--- src/rtl/sram_port_arbiter.sv ---
// sram_port_arbiter: shares the single RW port of the 32x256 SRAM macro between
// two requesters. Requester 0 is the Wishbone SRAM wrapper, and requester 1 is a
// streaming client.
//
// Arbitration is round-robin with a bounded burst. While both requesters are
// asking, the current owner keeps the port for at most MAX_BURST consecutive
// grants.
//
// Reads have a fixed latency of two cycles from the grant cycle. Each read's
// data is returned to the requester that issued it.
//
// Ports:
//   wb_clk_i, rst_n                : clock and async active-low reset
//   mN_req/we/addr/wdata/wmask     : requester N command (held until mN_gnt)
//   mN_gnt                         : command accepted this cycle (combinational)
//   mN_rvalid, mN_rdata            : read-return pulse and held read data
//   sram_csb/web/wmask/addr/din    : macro command pins (combinational)
//   sram_dout                      : macro read data, valid the cycle after capture
module sram_port_arbiter #(
    parameter int unsigned ADDR_WD   = 8,
    parameter int unsigned DATA_WD   = 32,
    parameter int unsigned MAX_BURST = 4
) (
    input  logic                 wb_clk_i,
    input  logic                 rst_n,

    input  logic                 m0_req,
    input  logic                 m0_we,
    input  logic [ADDR_WD-1:0]   m0_addr,
    input  logic [DATA_WD-1:0]   m0_wdata,
    input  logic [DATA_WD/8-1:0] m0_wmask,
    output logic                 m0_gnt,
    output logic                 m0_rvalid,
    output logic [DATA_WD-1:0]   m0_rdata,

    input  logic                 m1_req,
    input  logic                 m1_we,
    input  logic [ADDR_WD-1:0]   m1_addr,
    input  logic [DATA_WD-1:0]   m1_wdata,
    input  logic [DATA_WD/8-1:0] m1_wmask,
    output logic                 m1_gnt,
    output logic                 m1_rvalid,
    output logic [DATA_WD-1:0]   m1_rdata,

    output logic                 sram_csb,
    output logic                 sram_web,
    output logic [DATA_WD/8-1:0] sram_wmask,
    output logic [ADDR_WD-1:0]   sram_addr,
    output logic [DATA_WD-1:0]   sram_din,
    input  logic [DATA_WD-1:0]   sram_dout
);

    localparam logic [3:0] MaxBurst = 4'(MAX_BURST);

    logic                 owner_q, owner_d;
    logic [3:0]           burst_q, burst_d;
    logic                 s1_vld_q, s1_id_q;
    logic                 s2_vld_q, s2_id_q;
    logic [DATA_WD-1:0]   rdata0_q, rdata1_q;

    logic                 keep_owner;
    logic                 gnt_vld;
    logic                 gnt_id;
    logic                 sel_we;
    logic [ADDR_WD-1:0]   sel_addr;
    logic [DATA_WD-1:0]   sel_wdata;
    logic [DATA_WD/8-1:0] sel_wmask;

    // A zero burst count means no streak has started yet (only after reset). In
    // that case the pointer passes to the non-owner, so requester 0 wins first.
    assign keep_owner = (burst_q != 4'd0) && (burst_q < MaxBurst);

    always_comb begin
        gnt_vld = 1'b0;
        gnt_id  = 1'b0;
        if (rst_n) begin
            if (m0_req && m1_req) begin
                gnt_vld = 1'b1;
                gnt_id  = keep_owner ? owner_q : ~owner_q;
            end else if (m0_req) begin
                gnt_vld = 1'b1;
                gnt_id  = 1'b0;
            end else if (m1_req) begin
                gnt_vld = 1'b1;
                gnt_id  = 1'b1;
            end
        end
    end

    assign m0_gnt = gnt_vld & ~gnt_id;
    assign m1_gnt = gnt_vld & gnt_id;

    always_comb begin
        sel_we    = m0_we;
        sel_addr  = m0_addr;
        sel_wdata = m0_wdata;
        sel_wmask = m0_wmask;
        if (gnt_id) begin
            sel_we    = m1_we;
            sel_addr  = m1_addr;
            sel_wdata = m1_wdata;
            sel_wmask = m1_wmask;
        end
    end

    // Command pins are forced to their idle values whenever nothing is granted.
    assign sram_csb   = ~gnt_vld;
    assign sram_web   = ~(gnt_vld & sel_we);
    assign sram_wmask = (gnt_vld && sel_we) ? sel_wmask : '0;
    assign sram_addr  = gnt_vld ? sel_addr : '0;
    assign sram_din   = gnt_vld ? sel_wdata : '0;

    always_comb begin
        owner_d = owner_q;
        burst_d = burst_q;
        if (gnt_vld) begin
            if (gnt_id == owner_q) begin
                burst_d = (burst_q == 4'hF) ? 4'hF : burst_q + 4'd1;
            end else begin
                owner_d = gnt_id;
                burst_d = 4'd1;
            end
        end
    end

    always_ff @(posedge wb_clk_i or negedge rst_n) begin
        if (!rst_n) begin
            owner_q  <= 1'b1;
            burst_q  <= 4'd0;
            s1_vld_q <= 1'b0;
            s1_id_q  <= 1'b0;
            s2_vld_q <= 1'b0;
            s2_id_q  <= 1'b0;
            rdata0_q <= '0;
            rdata1_q <= '0;
        end else begin
            owner_q  <= owner_d;
            burst_q  <= burst_d;
            // Stage 1 tags the read captured by the macro this cycle.
            s1_vld_q <= gnt_vld & ~sel_we;
            s1_id_q  <= gnt_id;
            // Stage 2 marks the cycle in which the captured data is presented.
            s2_vld_q <= s1_vld_q;
            s2_id_q  <= s1_id_q;
            if (s1_vld_q) begin
                if (s1_id_q) begin
                    rdata1_q <= sram_dout;
                end else begin
                    rdata0_q <= sram_dout;
                end
            end
        end
    end

    assign m0_rvalid = s2_vld_q & ~s2_id_q;
    assign m1_rvalid = s2_vld_q & s2_id_q;
    assign m0_rdata  = rdata0_q;
    assign m1_rdata  = rdata1_q;

endmodule

--- config.mk ---
export PLATFORM = sky130hd
export DESIGN_NAME = sram_port_arbiter
export DESIGN_NICKNAME = d
export VERILOG_FILES = /design/src/rtl/sram_port_arbiter.sv
export SDC_FILE = /design/constraint.sdc
export NUM_CORES = 1
export LEC_CHECK = 0
export CORE_MARGIN = 2
export CORE_UTILIZATION = 30
export CTS_BUF_LIST = sky130_fd_sc_hd__clkbuf_16
export DETAILED_ROUTE_END_ITERATION = 8
export PLACE_DENSITY = 0.73
export SETUP_SLACK_MARGIN = 0.02
export SLEW_MARGIN = 10
export SYNTH_ARGS = -nofsm -noshare
export SYNTH_HDL_FRONTEND = slang
export SYNTH_SLANG_ARGS = --single-unit
--- constraint.sdc ---
create_clock -name wb_clk_i -period 2.53 [get_ports wb_clk_i]
set_clock_uncertainty 0.05 [all_clocks]
set_input_delay 0.506 -clock wb_clk_i [delete_from_list [all_inputs] [get_ports wb_clk_i]]
set_output_delay 0.506 -clock wb_clk_i [all_outputs]
set_load 0.01 [all_outputs]
==> summary.txt <==
Initial Util = 30.9%
total I/O pin count = 240
mux cell area share after synthesis = 21.7%
RePlAce Congestion = 0.963
global-route wire length before repair = 19800 um
clock root buffer = clkbuf_16
Top Usage Layer GRT = met2
Worst Path Arrival = 2.27 ns
PortBufs = 239
Layout Cells excl Fill = 672
H-tree levels = 3
Final ANT Viol Nets = 0
FF+latch count, synth = 73
Util after Layout = 60.3%
PwrDens = 909 mW/mm^2
max-slew violations = 0
# DRC = 0
source of the worst register-to-register timing path = burst_q[1]$_DFFE_PN0P_
Max-slew headroom = 38.5%
failing checks = negative setup slack
crit end category = primary output
Compound-Gate Fraction of Synth Area = 15.8%
# fillers = 945
Num CTS Buffers = 9
peak supply drop = 0.518 mV
largest family of logic cells by synthesized area = multiplexers
number of antenna diodes = 0
asr flop ratio synth = 100%
largest cells by area after synthesis = dfrtp_1, mux2_2, a22o_1
R2R cell count = 7
# placed instances = 643
CP required = 1.97 ns
top_reg_cell synth = dfrtp_1
RSZ-0062 raised after global routing = true
r2r setup slk = 0.49 ns
top post-synthesis cells by count = dfrtp_1, mux2_2, a22o_1
layout cells sized above 1 = 35.9%
CORE AREA = 0.0109 mm^2
Rows = 38
TritonCTS clock tree = yes
DIE WIDTH = 110 um
sequential share of the synthesized area = 54.4%
MaxCap Viol Count = 0
DIE AREA = 0.0121 mm^2
grt met3 use = 8.89%
Final Hold Vio Count = 0
DR pass1 iterations = 4
post-synth top area share = 53.6%
GRT Util Overall = 22.7%
Net Count, Synth = 383
Die H = 110 um
Peak Freq = 354 MHz
total number of vias = 3282
largest area contributor in the netlist = dfrtp_1
Synth Area in XOR/XNOR = 0%
GR Overflow Total = 0
Design Power = 5.96 mW
Setup Viol. Count Final = 45
Clk pin slew, worst setup/hold paths = 0.05 ns
CP startpoint kind = register
initial antenna violation count = 2
met2 Usage GRT = 38.0%
vias in the first global route = 3450
number of flops mapped to enable cells by yosys = 0
hold depth = 0
largest net degree at the start of global routing = 74
First DRT Iteration DRCs = 70
M1 GR Usage = 23.7%
Post-Syn Area per Cell = 13.2 um^2
Crit Path Category = register to primary output
Hold Path Origin = s1_vld_q$_DFF_PN0_
Hold Path Sink = s2_vld_q$_DFF_PN0_
number of warnings issued by yosys = 0
Tightest Pin Transition = 0.922 ns
worst skew pair latency = 0.32 ns
synthesized area = 0.00336 mm^2
count leader, synth = dfrtp_1
drt total wl = 13700 um
clk sink count = 73
LEAKAGE = 2.83 nW
post-layout minimum cycle time = 2.82 ns
Synth Area in Adders = 0.744%
Period Utilization, post-route = 112%
final setup margin = -0.292 ns
Detailed Place HPWL = 10500 um
outcome = finished, violations left
nets = 655
Synth Area in Simple Gates = 4.54%
reg-to-reg endpoint = burst_q[2]$_DFFE_PN0P_
drt via density = 4.88
Max Root-Sink Buffers = 2
synth-to-layout area growth = 95.1%
Worst Hold Class = register to register
Crit Path Max Fanout = 11
synth unique cells = 34
Sum Neg Setup Slack = -11.18 ns
drt wl/cell = 20.4 um
synthesized instance count = 255
## report_power, final
part | leakage [nW] | internal (mW) | switching, mW
registers | 0.861 | 1.63 | 0.241
logic | 1.82 | 1.71 | 1.07
clock network | 0.154 | 0.853 | 0.462
## registers in the layout, indices dropped and copies added (netlist names)
register	count
burst_q	4
m0_rdata	32
m1_rdata	32
owner_q	1
s1_id_q	1
s1_vld_q	1
s2_id_q	1
s2_vld_q	1
## how the worst max path moves through the flow
| stage | from | to | slack [ns] | cells past startpoint |
|---|---|---|---|---|
| finish | burst_q[1]$_DFFE_PN0P_ | sram_din[23] | -0.29 | 8 |
| global placement | m1_req | sram_din[23] | -0.48 | 6 |
| floorplan | burst_q[0]$_DFFE_PN0P_ | sram_din[12] | 0.07 | 8 |
| global route | burst_q[1]$_DFFE_PN0P_ | sram_din[23] | -0.36 | 8 |
| detailed placement | m1_req | sram_din[23] | -0.50 | 6 |
| CTS | burst_q[1]$_DFFE_PN0P_ | sram_addr[7] | -0.34 | 8 |
## cell type report
class	count	area (um^2)	share of cell area, %
clock inverters	7	87.6	1.34
flip-flops and latches	73	1830	27.9
well taps	140	175	2.67
clock buffers	9	225	3.43
multi-input cells	163	1590	24.2
inverters	3	12.5	0.191
repair buffers	277	2640	40.3
## metrics by stage
stage	setup slack [ns]	hold slack, ns	cell area [um^2]
global route	-0.358	0.359	6560
CTS	-0.336	0.353	6540
finish	-0.292	0.351	6560
floorplan	0.0676	0.160	3360
detailed placement	-0.504	0.341	6070
global placement	-0.479	0.335	6070
## logic make-up (layout without fill, tap and decap cells)
logic type | count (synthesis) | in the layout
flops | 73 | 73
buf+inv | 19 | 296
compound gates | 68 | 68
simple gates | 28 | 28
mux | 65 | 65
fa+ha+maj | 2 | 2
## per-layer routing
metal | share of wire (%) | vias up | routed length [um]
met5 | 0.20 | - | 27
met4 | 5.0 | 4 | 690
met3 | 9.0 | 34 | 1230
met2 | 51 | 158 | 6960
met1 | 35 | 1576 | 4800
li1 | - | 1510 | -
## worst max-delay path: stages (launching register included)
cell	delay, ns
dfrtp_1	0.36
inv_2	0.06
ha_4	0.15
or4_4	0.48
a21boi_4	0.24
nor2_4	0.09
buf_16	0.16
a22o_4	0.27
buf_6	0.13
## timing repair
item / in CTS / in global routing
endpoints found under the setup margin: 48 / 47
pin swaps: 13 / 8
hold buffers: 0 / 0
resized for setup: 232 / 19
hold endpoints to repair: 0 / 0
cloned: 4 / 0
setup buffers: 7 / 3
## cells in the final DEF, fill, tap and decap left out, drive strengths merged, types with 2 or more instances in the layout
cell / netlist / final
and3: 2 / 2
nand2b: 2 / 2
and2: 3 / 3
bufinv: 0 / 2
a22o: 38 / 38
nor2: 5 / 5
mux2: 64 / 64
buf: 14 / 86
clkbuf: 2 / 9
dlygate4sd2: 0 / 2
clkinv: 1 / 2
nand2: 4 / 4
o21ai: 5 / 5
nor2b: 2 / 2
o211ai: 4 / 4
dfrtp: 72 / 72
clkinvlp: 0 / 2
inv: 2 / 4
ha: 2 / 2
nand3: 6 / 6
a21boi: 3 / 3
a31oi: 4 / 4
clkdlybuf4s50: 0 / 189
a21oi: 9 / 9
No activity file was read; power rests on OpenSTA's default activity.
